### config.mk
export PLATFORM = sky130hd
export DESIGN_NAME = dma_read_req_arbiter_flat
export DESIGN_NICKNAME = d
export VERILOG_FILES = /design/src/rtl/dma_read_req_arbiter_if.sv /design/src/rtl/dma_read_req_arbiter.sv /design/src/flat_wrapper.sv
export SDC_FILE = /design/constraint.sdc
export NUM_CORES = 1
export LEC_CHECK = 0
export CORE_ASPECT_RATIO = 2
export CORE_MARGIN = 2
export CORE_UTILIZATION = 50
export CTS_CLUSTER_DIAMETER = 150
export DETAILED_ROUTE_END_ITERATION = 8
export DONT_BUFFER_PORTS = 1
export GPL_TIMING_DRIVEN = 0
export PLACE_DENSITY = 0.64
export SETUP_SLACK_MARGIN = 0.3
export SYNTH_ARGS = -nofsm -noshare
export SYNTH_HDL_FRONTEND = slang
export SYNTH_SLANG_ARGS = --single-unit
### constraint.sdc
create_clock -name i_clk -period 4.3 [get_ports i_clk]
set_input_delay 1.075 -clock i_clk [delete_from_list [all_inputs] [get_ports i_clk]]
set_output_delay 1.075 -clock i_clk [all_outputs]
set_load 0.03 [all_outputs]
### src/rtl/dma_read_req_arbiter_if.sv
// Request/issue bundle between the DMA engines, the read request arbiter and the PCIe TX request path.
// The slave modport is the arbiter's view; the master modport is the engines/TX side.
interface dma_read_req_arbiter_if #(
   parameter int unsigned p_requesters = 2
);
   localparam int unsigned p_addr_w = 32;
   localparam int unsigned p_len_w  = 10;
   localparam int unsigned p_tag_w  = 8;
   localparam int unsigned p_cnt_w  = 8;

   logic [p_addr_w*p_requesters-1:0] req_addr;
   logic [p_len_w*p_requesters-1:0]  req_len;
   logic [p_requesters-1:0]          req_valid;
   logic [p_requesters-1:0]          req_done;
   logic [p_tag_w-1:0]               req_tag;
   logic [p_addr_w-1:0]              dma_read_addr;
   logic [p_len_w-1:0]               dma_read_len;
   logic                             dma_read_valid;
   logic                             dma_read_done;
   logic [p_tag_w-1:0]               current_tag;
   logic                             tag_release;
   logic [p_cnt_w-1:0]               outstanding;
   logic                             busy;
   logic                             err_underflow;

   modport slave (
      input  req_addr, req_len, req_valid, dma_read_done, current_tag, tag_release,
      output req_done, req_tag, dma_read_addr, dma_read_len, dma_read_valid,
             outstanding, busy, err_underflow
   );

   modport master (
      output req_addr, req_len, req_valid, dma_read_done, current_tag, tag_release,
      input  req_done, req_tag, dma_read_addr, dma_read_len, dma_read_valid,
             outstanding, busy, err_underflow
   );
endinterface

### src/rtl/dma_read_req_arbiter.sv
// Round-robin arbiter sharing the PCIe DMA read request channel, throttled by an outstanding-read limit.
// Define DMA_RD_ARB_FIXED_PRIO0_EN to give requester 0 strict priority over the round-robin ports.
module dma_read_req_arbiter #(
   parameter int unsigned p_requesters      = 2,
   parameter int unsigned p_max_outstanding = 16
) (
   input logic                   i_clk,
   input logic                   i_rst,
   dma_read_req_arbiter_if.slave bus
);
   localparam int unsigned p_addr_w = 32;
   localparam int unsigned p_len_w  = 10;
   localparam int unsigned p_cnt_w  = 8;
   localparam int unsigned p_idx_w  = (p_requesters > 1) ? $clog2(p_requesters) : 1;
   localparam int unsigned p_rr_n   = (p_requesters > 1) ? p_requesters - 1 : 1;
   localparam logic [p_idx_w-1:0] p_last_rst = p_idx_w'(p_requesters - 1);
   localparam logic [p_cnt_w-1:0] p_limit    = p_cnt_w'(p_max_outstanding);

   typedef enum logic {s_idle, s_issue} state_t;

   state_t             state;
   logic [p_idx_w-1:0] grant;
   logic [p_idx_w-1:0] last_grant;
   logic [p_idx_w-1:0] win_idx;
   logic [p_idx_w-1:0] cand;
   logic               win_found;
   logic               can_grant;
   logic               accept;
   logic               inc;
   logic               dec;
   logic               underflow;
   logic               issue_nxt;
   logic [p_cnt_w-1:0] out_nxt;

   // Winner search starting just above the last granted port, wrapping around
   always_comb begin
      win_found = 1'b0;
      win_idx   = '0;
      cand      = '0;
`ifdef DMA_RD_ARB_FIXED_PRIO0_EN
      if (bus.req_valid[0]) begin
         win_found = 1'b1;
      end
      for (int unsigned off = 1; off < p_requesters; off++) begin
         cand = p_idx_w'(1 + (32'(last_grant) - 1 + off) % p_rr_n);
         if (!win_found && bus.req_valid[cand]) begin
            win_found = 1'b1;
            win_idx   = cand;
         end
      end
`else
      for (int unsigned off = 1; off <= p_requesters; off++) begin
         cand = p_idx_w'((32'(last_grant) + off) % p_requesters);
         if (!win_found && bus.req_valid[cand]) begin
            win_found = 1'b1;
            win_idx   = cand;
         end
      end
`endif
   end

   assign can_grant = win_found && (bus.outstanding < p_limit);
   assign accept    = (state == s_issue) && bus.dma_read_done;
   assign inc       = accept;
   assign dec       = bus.tag_release && (bus.outstanding != '0);
   assign underflow = bus.tag_release && (bus.outstanding == '0);
   assign issue_nxt = ((state == s_idle) && can_grant) || ((state == s_issue) && !bus.dma_read_done);

   always_comb begin
      out_nxt = bus.outstanding;
      if (inc && !dec) begin
         out_nxt = bus.outstanding + p_cnt_w'(1);
      end else if (dec && !inc) begin
         out_nxt = bus.outstanding - p_cnt_w'(1);
      end
   end

   // Completion handshake back to the granted requester, same cycle as the TX accept
   always_comb begin
      bus.req_done = '0;
      bus.req_tag  = '0;
      if (accept) begin
         bus.req_done[grant] = 1'b1;
         bus.req_tag         = bus.current_tag;
      end
   end

   always_ff @(posedge i_clk or posedge i_rst) begin
      if (i_rst) begin
         state              <= s_idle;
         grant              <= '0;
         last_grant         <= p_last_rst;
         bus.dma_read_valid <= 1'b0;
         bus.dma_read_addr  <= '0;
         bus.dma_read_len   <= '0;
         bus.outstanding    <= '0;
         bus.busy           <= 1'b0;
         bus.err_underflow  <= 1'b0;
      end else begin
         bus.outstanding <= out_nxt;
         bus.busy        <= issue_nxt || (out_nxt != '0);
         if (underflow) begin
            bus.err_underflow <= 1'b1;
         end
         case (state)
            s_idle: begin
               if (can_grant) begin
                  grant              <= win_idx;
                  bus.dma_read_addr  <= bus.req_addr[p_addr_w*win_idx +: p_addr_w];
                  bus.dma_read_len   <= bus.req_len[p_len_w*win_idx +: p_len_w];
                  bus.dma_read_valid <= 1'b1;
                  state              <= s_issue;
               end
            end
            s_issue: begin
               if (bus.dma_read_done) begin
                  bus.dma_read_valid <= 1'b0;
                  state              <= s_idle;
`ifdef DMA_RD_ARB_FIXED_PRIO0_EN
                  if (grant != '0) begin
                     last_grant <= grant;
                  end
`else
                  last_grant <= grant;
`endif
               end
            end
            default: state <= s_idle;
         endcase
      end
   end
endmodule

### src/flat_wrapper.sv
// flat-port wrapper written by rule: the top's interface ports become plain ports
module dma_read_req_arbiter_flat 
#(
   parameter int unsigned p_requesters      = 2,
   parameter int unsigned p_max_outstanding = 16
)
  (i_clk, i_rst, bus_req_addr, bus_req_len, bus_req_valid, bus_dma_read_done, bus_current_tag, bus_tag_release, bus_req_done, bus_req_tag, bus_dma_read_addr, bus_dma_read_len, bus_dma_read_valid, bus_outstanding, bus_busy, bus_err_underflow);
  dma_read_req_arbiter_if #(.p_requesters(p_requesters)) bus_i ();
  input logic i_clk;
  input logic i_rst;
  input wire logic [$bits(bus_i.req_addr)-1:0] bus_req_addr;
  input wire logic [$bits(bus_i.req_len)-1:0] bus_req_len;
  input wire logic [$bits(bus_i.req_valid)-1:0] bus_req_valid;
  input wire logic [$bits(bus_i.dma_read_done)-1:0] bus_dma_read_done;
  input wire logic [$bits(bus_i.current_tag)-1:0] bus_current_tag;
  input wire logic [$bits(bus_i.tag_release)-1:0] bus_tag_release;
  output wire logic [$bits(bus_i.req_done)-1:0] bus_req_done;
  output wire logic [$bits(bus_i.req_tag)-1:0] bus_req_tag;
  output wire logic [$bits(bus_i.dma_read_addr)-1:0] bus_dma_read_addr;
  output wire logic [$bits(bus_i.dma_read_len)-1:0] bus_dma_read_len;
  output wire logic [$bits(bus_i.dma_read_valid)-1:0] bus_dma_read_valid;
  output wire logic [$bits(bus_i.outstanding)-1:0] bus_outstanding;
  output wire logic [$bits(bus_i.busy)-1:0] bus_busy;
  output wire logic [$bits(bus_i.err_underflow)-1:0] bus_err_underflow;
  assign bus_i.req_addr = bus_req_addr;
  assign bus_i.req_len = bus_req_len;
  assign bus_i.req_valid = bus_req_valid;
  assign bus_i.dma_read_done = bus_dma_read_done;
  assign bus_i.current_tag = bus_current_tag;
  assign bus_i.tag_release = bus_tag_release;
  assign bus_req_done = bus_i.req_done;
  assign bus_req_tag = bus_i.req_tag;
  assign bus_dma_read_addr = bus_i.dma_read_addr;
  assign bus_dma_read_len = bus_i.dma_read_len;
  assign bus_dma_read_valid = bus_i.dma_read_valid;
  assign bus_outstanding = bus_i.outstanding;
  assign bus_busy = bus_i.busy;
  assign bus_err_underflow = bus_i.err_underflow;
  dma_read_req_arbiter #(.p_requesters(p_requesters), .p_max_outstanding(p_max_outstanding)) u_core (.i_clk(i_clk), .i_rst(i_rst), .bus(bus_i));
endmodule
# == Word level (Yosys, flattened, before mapping) ==
# Index checks and enable logic that the tools add are counted.
# totals
reg_bits,56
latchBits,0
ramBits,0
mem_bits_ro,0
out_inout_bits,63
wordCells,66
mem_count,0
# classes
addsub,4
n_mul,1
div,0
n_lt_le_gt_ge,5
n_eq_ne,2
shifts,2
muxes,20
bitwise_logic,1
reduce_logical,22
# op_table
op,count
$shiftx 64x7->32,1
$mux 8,3
$shiftx 20x6->10,1
$reduce_bool 8->1,2
$mux 1,13
$logic_and 1x1->1,10
$add 8x1->8 const B,1
$logic_not 8->1,1
$lt 8x5->1 const B,1
$sub 8x1->8 const B,1
$lt 1x2->1 const B,3
$reduce_and 2->1,3
$logic_not 1->1,4
$mul 3x1->4 const A,1
$pmux 1 s2,2
$add 1x1->1 const B,2
$logic_or 1x1->1,2
$mux 2,1
$ne 2x1->1 const B,1
$ne 2x2->1 const B,1
$demux 1 s1,1
$ge 1x1->1 const B,1
$not 1->1,1

# == Longest topological paths before layout ==
# logic_depth
word_depth,11
mapped_depth,9
ltp_nobuf,7

# == Worst setup path after synthesis ==
# Ideal clock, no wire load.
# synth_path
path_kind,input to output
startpoint,input port bus_dma_read_done
endpoint,output port bus_req_done[0]
arrival_time_ns,1.619
required_ns,3.225
setup_slack_ns,1.606
path_stages,2
path_cell_list,nand2_1 nor2_1
# synth_via
elab_chain_len,2
# synth_rtl
element,line,source
from (decl),flat_wrapper.sv:14,input wire logic [$bits(bus_i.dma_read_done)-1:0] bus_dma_read_done;
$logic_and 1x1->1,dma_read_req_arbiter.sv:63,assign accept = (state == s_issue) && bus.dma_read_done;
$mux 2,dma_read_req_arbiter.sv:82,if (accept) begin
to (decl),flat_wrapper.sv:17,output wire logic [$bits(bus_i.req_done)-1:0] bus_req_done;
# Every way passes these cells.

# == Final worst setup path ==
# Same ends and word-level chain as after synthesis.

==> impl_summary.txt <==
----------------------------------------------------
[Setup path]
  Type of element launching the critical path ... input port
  CP max FO ... 8
  Required time at the endpoint of the critical path ... 3.22 ns
  Worst Setup Path Type ... input port to output port
  Critical path endpoint category ... output port
  Cell family contributing the most delay on the critical path ... simple AND/OR/NAND/NOR gates
  Largest stage delay, worst path ... 0.51 ns
  Cells traversed along the worst timing path ... nand2_1 -> nor2_1
  Buf+Inv Stages, Crit Path ... 0
  Arrival time reported for the critical path endpoint ... 1.73 ns
  Worst path slowest cell ... sky130_fd_sc_hd__nor2_1

[Detailed routing]
  # DRC ... 0
  Vias ... 2115
  Routed WL per cell ... 19.9 um
  Pre-antenna DRT Iters ... 4
  Via density per instance ... 6.01
  Iteration-0 DRC count of the detailed router ... 75
  Final antenna-violating net count ... 0
  Total wire length after detailed routing ... 6990 um

[Logic synthesis]
  Synth top cells by count ... sky130_fd_sc_hd__dfrtp_1 (55), sky130_fd_sc_hd__nor2_1 (50), sky130_fd_sc_hd__mux2i_1 (47)
  Top-area cell type share of the netlist area ... 48.3%
  Average instance area after synthesis ... 10.1 um2
  Cell area after synthesis ... 0.00285 mm2
  #FFs+latches synth ... 56
  Gate count after technology mapping ... 283
  Sequential cell area fraction in the yosys report ... 49.2%
  Most used DFF post-synth ... sky130_fd_sc_hd__dfrtp_1
  Ys async rst share ... 100%
  Syn nets ... 384
  EDFF count, synth ... 0
  Number of warning messages in the yosys log ... 0
  Post-synthesis cell type with the largest combined area ... sky130_fd_sc_hd__dfrtp_1
  Largest cells by area after synthesis ... sky130_fd_sc_hd__dfrtp_1 (48%), sky130_fd_sc_hd__mux2i_1 (17%), sky130_fd_sc_hd__a21oi_1 (7.4%)
  Synth cell types ... 37
  Top-count cell post-synth ... sky130_fd_sc_hd__dfrtp_1

[Clock tree]
  Post-CTS Resized ... 0
  TritonCTS clock tree ... built
  Deepest clock path buffer count ... 2
  Post-CTS Hold Fix Bufs ... 0
  Clk Latency, worst-skew pair ... 0.33 ns
  Root Buffer ... sky130_fd_sc_hd__clkbuf_8
  Clock net sink count ... 56
  Clock slew at the register clock pins of the worst setup and hold paths ... 0.10 ns
  Postcts setup bufs ... 0
  Clock H-tree levels ... 2
  Clock buffer count from CTS ... 5

[Die]
  Overall die height ... 111 um
  Die Area ... 0.00635 mm2
  Initial core utilization ... 52.1%
  Num rows ... 38
  Number of top-level design ports ... 161
  Core Region ... 0.00547 mm2
  Width of the chip ... 57.4 um

[STA]
  Final setup fails ... 0
  Worst Slack Setup Final ... 1.49 ns
  RSZ-0062 raised after global routing ... no
  Count of final hold-check violations ... 0
  Period utilization ... 65.3%
  Clock period minus worst slack ... 2.81 ns
  Tightest slew margin relative to the limit ... 50.3%
  Fmax achieved ... 356 MHz
  Transition time of the tightest slew-check pin ... 0.746 ns
  Count of final max-slew check failures ... 0
  Setup TNS ... 0 ns
  Worst Clk Skew ... 0.0128 ns

[Cells and area]
  Proportion of layout cells with a drive suffix above 1 ... 8.90%
  Post-layout net count ... 392
  # diodes ... 0
  Area of all placed cells without fillers ... 0.00306 mm2
  Area delta synth->final ... 7.38%

[Pwr]
  Power density of the placed cells ... 868 mW/mm2
  Reported leakage power ... 1.36 nW
  Maximum VDD drop ... 0.606 mV

[Global route]
  Pin count of the biggest net entering global routing ... 37
  Antenna violations before repair ... 0
  Vias in the first global route ... 2309
  Global-route wire length before repair ... 11300 um
  Global Route Usage Sum ... 22.9%
  Total global routing overflow ... 0

[Placed design]
  PortBufs ... 0
  Half-perimeter wire length of the detailed placement result ... 5450 um
  Worst slack after detailed placement ... 1.47 ns
  Post-placement cell area ... 0.00294 mm2
  Global placement routability congestion ... 0.897

[Worst hold path]
  Worst Hold Class ... register to register

[Status]
  Result of the run ... finished clean

[Job]
  Max capacitance violation total ... 0

----------------------------------------------------
==> routing by layer <==
metal / vias up / global-route usage, % / wire length, um
met4: 0 / 10.5 / 226
met5: - / 0 / 0
li1: 994 / - / -
met1: 1011 / 24.7 / 2440
met2: 95 / 40.1 / 3870
met3: 15 / 6.18 / 455
==> registers in the layout (all words and copies together), names as in the netlist <==
name,flops
u_core.bus.busy,1
u_core.bus.dma_read_addr,32
u_core.bus.dma_read_len,10
u_core.bus.dma_read_valid,1
u_core.bus.err_underflow,1
u_core.bus.outstanding,8
u_core.grant,1
u_core.last_grant,1
u_core.state,1
==> cells in the final DEF (no fill, tap or decap), drive strengths merged <==
cell       n
dfrtp     55
and4b      1
nor2      50
nor3       4
and2       1
nand4      2
xnor2      7
xor2       3
inv        6
nor4       3
or3        2
a31o       1
bufinv     1
ha         3
clkbuf    13
a21boi     1
clkinvlp   1
nand2b     3
o21bai     1
a21o       2
dfstp      1
buf       14
and3       9
mux2i     47
nand3      7
o211ai     1
mux2       1
o32ai      1
nand2      4
and4       2
o21ai      2
a31oi      1
a21oi     42
==> worst reg2reg max path, cell delays in order, from the launching register on <==
cell and delay (ns):
sky130_fd_sc_hd__dfrtp_1 0.54, sky130_fd_sc_hd__clkbuf_1 0.33, sky130_fd_sc_hd__inv_1 0.15, sky130_fd_sc_hd__ha_1 0.27
sky130_fd_sc_hd__a31o_1 0.20, sky130_fd_sc_hd__buf_6 0.15, sky130_fd_sc_hd__mux2i_1 0.20, sky130_fd_sc_hd__xor2_1 0.11
sky130_fd_sc_hd__nor4_1 0.56, sky130_fd_sc_hd__nand3_1 0.16
==> worst paths after layout <==
check                                               start                            to  slack (ns)  cells past startpoint
worst max-delay path                    bus_dma_read_done               bus_req_done[0]        1.49                      2
worst min-delay path                    u_core.last_grant             u_core.last_grant        0.52                      1
worst max register to register  u_core.bus.outstanding[0]               u_core.bus.busy        1.49                      9
worst min register to register          u_core.last_grant             u_core.last_grant        0.52                      1
max in group asynchronous                           i_rst             u_core.last_grant        3.08                      2
min in group asynchronous                           i_rst  u_core.bus.dma_read_addr[15]        0.64                      1
==> power by group <==
part / internal, mW / switching [mW]
sequential: 0.781 / 0.710
clock: 0.176 / 0.179
combinational: 0.330 / 0.481
total: 1.29 / 1.37
==> per-stage QoR <==
stage | total power [mW] | utilization (%) | hold slack (ns) | std cells
after CTS | 2.68 | 55.9 | 0.523 | 352
after global placement | 2.29 | 53.5 | 0.498 | 343
after global routing | 2.82 | 55.9 | 0.536 | 352
after floorplan | 2.09 | - | 0.492 | 283
final | 2.66 | 55.9 | 0.521 | 352
after detailed placement | 2.32 | 53.8 | 0.509 | 344
==> layout make-up <==
| type | instances | area, um2 |
|---|---|---|
| Clock inverter | 3 | 46.3 |
| Inverter | 5 | 18.8 |
| Fill cell | 497 | 2410 |
| Clock buffer | 5 | 68.8 |
| Sequential cell | 56 | 1400 |
| Timing Repair Buffer | 1 | 20.0 |
| Tap cell | 60 | 75.1 |
| Buffer | 21 | 106 |
| Multi-Input combinational cell | 201 | 1320 |
==> cell families (layout without fill, tap and decap cells) <==
| kind of cell | after synthesis | after routing | share of synthesized area, % |
|---|---|---|---|
| flip-flops | 56 | 56 | 49.2 |
| AND/OR/NAND/NOR | 88 | 88 | 15.2 |
| multiplexers | 48 | 48 | 16.9 |
| AO/OA/AOI/OAI | 52 | 52 | 9.88 |
| adder cells (fa/ha/maj) | 3 | 3 | 1.32 |
| buffers and inverters | 26 | 35 | 4.39 |
| XOR/XNOR | 10 | 10 | 3.07 |
Power figures use the tool's default switching activity.
==> edit 1: new RTL, same flow settings <==
Build with the macro `DMA_RD_ARB_FIXED_PRIO0_EN` defined.
--- a/src/rtl/dma_read_req_arbiter.sv
+++ b/src/rtl/dma_read_req_arbiter.sv
@@ -1,4 +1,6 @@
 // Round-robin arbiter sharing the PCIe DMA read request channel, throttled by an outstanding-read limit.
 // Define DMA_RD_ARB_FIXED_PRIO0_EN to give requester 0 strict priority over the round-robin ports.
+`define DMA_RD_ARB_FIXED_PRIO0_EN
+
 module dma_read_req_arbiter #(
    parameter int unsigned p_requesters      = 2,
Check against the original RTL: not equivalent (Yosys sat finds a counterexample within 4 cycles, from zero or initial values and one cycle with i_rst high).
==> edit 1 against the original RTL <==
Hold slack gained 40 ps; design area is 0.25% higher; area after synthesis is 0.35% lower; power is 2.7% lower; sequential cell count down 1; non-clock buffer count up 1; critical path depth unchanged; setup slack worse by 60 ps; via count increased by 2.4%; wire length shrank 2.5%; core utilization increased by 0.14 points; fmax shrank 2.1%; critical endpoint unchanged.
==> edit 1: results (changes against the original RTL) <==
* Status: finished, final reports clean
* Worst Max-Slew Pin Slew at 735 ps (-10.8 ps)
* Fraction of layout cells with a size suffix above 1 at 7.41% (-1.5 points)
* Vias in the first global route at 2,213 (-4.2%)
* Final WL at 6820 um (-2.5%)
* HPWL Detailed at 5350 um (-1.9%)
* Count of cell types in the netlist at 41 (+11%)
* First-pass GRT wire length at 10,900 um (-3.7%)
* Post-synthesis sequential area ratio at 48.5% (-0.75 points)
* Adder-cell share of the synthesized area at 1.67% (+0.36 points)
* GRT met3 Usage at 6.09% (-0.095 points)
* Fill count at 495 (-0.40%)
* XOR/XNOR Fraction of Synth Area at 2.47% (-0.61 points)
* Initial antenna violation count at 0 (unchanged)
* Slowest stage delay, CP at 510 ps (about the same)
* Worst-skew pair later-pin latency at 310 ps (-20 ps)
* Via density at 6.07 (+0.98%)
* Largest net degree at the start of global routing at 31 (-16%)
* Total GRT Usage at 22.2% (-0.77 points)
* Mux cell area share after synthesis at 15.2% (-1.7 points)
* Met1 Use GR at 22.8% (-1.8 points)
* Compound-Gate Fraction of Synth Area at 12.5% (+2.6 points)
* Synthesized Nets at 389 (+1.3%)
* M2 GR Usage at 39.5% (-0.54 points)
* Pre-CTS WS at 1360 ps (-113 ps)
* Total Nets Final at 397 (+1.3%)
* CP Data Arrival Time at 1790 ps (+60 ps)
* Final Skew at 4.87 ps (-7.91 ps)
* LEAKAGE at 1.35 nW (-0.41%)
* Final Wtd Congestion at 0.923 (+3.0%)
* VDD IR max at 575 uV (-5.1%)
* Crit path max fanout at 8 (unchanged)
* Synth cell count leaders: dfrtp_1 (55), nand2_1 (51), o21ai_1 (43), mux2i_1 (42), clkbuf_1 (14)
edit 1: logic make-up (layout without fill, tap and decap cells):
group	after synthesis	after routing
DFF	55	55
adders and majority gates	4	4
muxes	43	43
xor gates and xnor gates	8	8
and+or+nand+nor	90	90
AOI/OAI and AO/OA	60	60
buffers and inverters	28	37
edit 1: final timing paths:
path / cells after the start / slack (ps) / end / from
max in group asynchronous: 2 / 3080 / u_core.bus.dma_read_len[8] / i_rst
hold / removal: 1 / 560 / u_core.grant / u_core.grant
setup / recovery: 2 / 1430 / bus_req_done[0] / bus_dma_read_done
min in group asynchronous: 1 / 670 / u_core.bus.dma_read_addr[10] / i_rst
setup reg to reg: 8 / 1460 / u_core.bus.busy / u_core.bus.outstanding[0]
hold reg to reg: 1 / 560 / u_core.grant / u_core.grant
edit 1: layout make-up:
type	count	area, um^2	share of cell area, %
clock inverters	2	60.1	1.96
inverters	6	22.5	0.734
multi-input cells	205	1350	43.9
flip-flops and latches	55	1380	44.9
repair buffers	1	20.0	0.653
plain buffers	22	92.6	3.02
clock buffers	6	72.6	2.37
well taps	60	75.1	2.45
edit 1: power breakdown:
part           leakage [nW]  internal (mW)  switching [mW]
registers             0.675          0.760           0.696
logic                 0.614          0.282           0.449
clock network        0.0654          0.233           0.167
total                  1.35           1.27            1.31
edit 1: metal layers:
layer,up-vias,wire length (um)
li1,1019,-
met1,1025,2420
met2,106,3670
met3,16,467
met4,0,257
met5,-,0
edit 1: stage by stage:
step | util, % | std cells | hold WS, ps | instance area, um^2
global placement | 53.3 | 348 | 521 | 2910
detailed placement | 53.7 | 349 | 541 | 2930
floorplan | - | 288 | 480 | 2840
finish | 56.1 | 357 | 561 | 3070
global route | 56.1 | 357 | 582 | 3070
CTS | 56.1 | 357 | 562 | 3070
==> edit 2: new RTL, same settings <==
Without the edit above. Make the reset (`i_rst`) synchronous in one clocked block.
--- a/src/rtl/dma_read_req_arbiter.sv
+++ b/src/rtl/dma_read_req_arbiter.sv
@@ -86,5 +86,5 @@
    end
 
-   always_ff @(posedge i_clk or posedge i_rst) begin
+   always_ff @(posedge i_clk) begin
       if (i_rst) begin
          state              <= s_idle;
Function: differs if i_rst is asserted again (counterexample within 4 cycles, from zero or initial values and one cycle with i_rst high); with i_rst held inactive, the same outputs for 10 cycles.
==> edit 2 against the original RTL <==
Sequential cell count unchanged; via count up 5.8%; critical path depth up 1; design area down 5.1%; area after synthesis down 3.4%; setup slack worse by 130 ps; clock power down 24%; wire length down 1.9%; power down 8.8%; critical path type unchanged; largest cell class is now multi-input combinational cells; largest power group unchanged.
==> edit 2: results (changes against the original RTL) <==
* CLK BUF at 6 (+1)
* Synth cell count leaders: nor2_1 (64), dfxtp_1 (56), mux2i_1 (43), a211oi_1 (42), clkbuf_1 (17)
* GRT met3 Usage at 5.58% (-0.61 points)
* Seq. cell area at 1120 um^2 (-20%)
* R2r setup slk at 1720 ps (+230 ps)
* Dpl cell area at 2830 um^2 (-4.0%)
* Comb_multi_in at 221 (+10%)
* Hold WS at 468 ps (-53.3 ps)
* DRT iter0 DRCs at 132 (+76%)
* FF-to-FF End: u_core.bus.busy
* Main synth FF type: dfxtp_1
* Synthesized Nets at 409 (+6.5%)
* Total GRT Usage at 21.8% (-1.1 points)
* Sw Ratio at 50.9% (-0.69 points)
* Most common cell in the synthesized netlist: nor2_1
* Final Wtd Congestion at 0.927 (+3.4%)
* Critical R2R Launch: u_core.bus.outstanding[0]
* CP Data Arrival Time at 1870 ps (+140 ps)
* Pre-CTS WS at 1370 ps (-107 ps)
* Met3 routed WL at 443 um (-2.6%)
* Area grow syn2layout at 5.55%
* Top cell category: multi-input combinational cells
* Largest net degree at the start of global routing at 16 (-57%)
* Worst reg2reg path depth at 7 (-2)
* HPWL Detailed at 5400 um (-0.98%)
* Clock-cell share at 2.67% (-1.1 points)
* Post-synthesis sequential area ratio at 40.7% (-8.5 points)
* Status: finished, final reports clean
* Routed wire length per instance at 18.3 um (-7.9%)
* Met1 Use GR at 23.2% (-1.5 points)
* Vias in the first global route at 2,087 (-9.6%)
* Met2 routed WL at 3790 um (-2.0%)
* Fraction of area in multi-input gates at 51.5% (+8.3 points)
* Async SR Flop Fraction at 0% (-100 points)
## edit 2: cell count changes after synthesis, moves of 3 or more
cell,delta
a21oi_1,-36
buf_1,-3
dfrtp_1,-55
xnor2_1,-3
mux2i_1,-4
a211oi_1,+42
nand2b_1,-3
clkbuf_1,+9
nor2b_1,+3
nor2_1,+14
dfxtp_1,+56
## edit 2: power by group through the flow
stage | Clock (mW) | Combinational, mW | Sequential (mW)
floorplan | 0 | 0.761 | 1.18
global placement | 0 | 0.921 | 1.24
detailed placement | 0 | 0.940 | 1.24
CTS | 0.284 | 0.939 | 1.23
global route | 0.306 | 1.05 | 1.25
finish | 0.271 | 0.931 | 1.22
## edit 2: logic make-up (layout without fill, tap and decap cells)
group           Yosys count  in the layout  share of synthesized area (%)
simple gates            104            104                           17.6
compound gates           65             65                           17.8
flops                    56             56                           40.7
mux                      44             44                           16.1
buf+inv                  31             38                           4.87
xor+xnor                  5              5                           1.59
fa+ha+maj                 3              3                           1.36
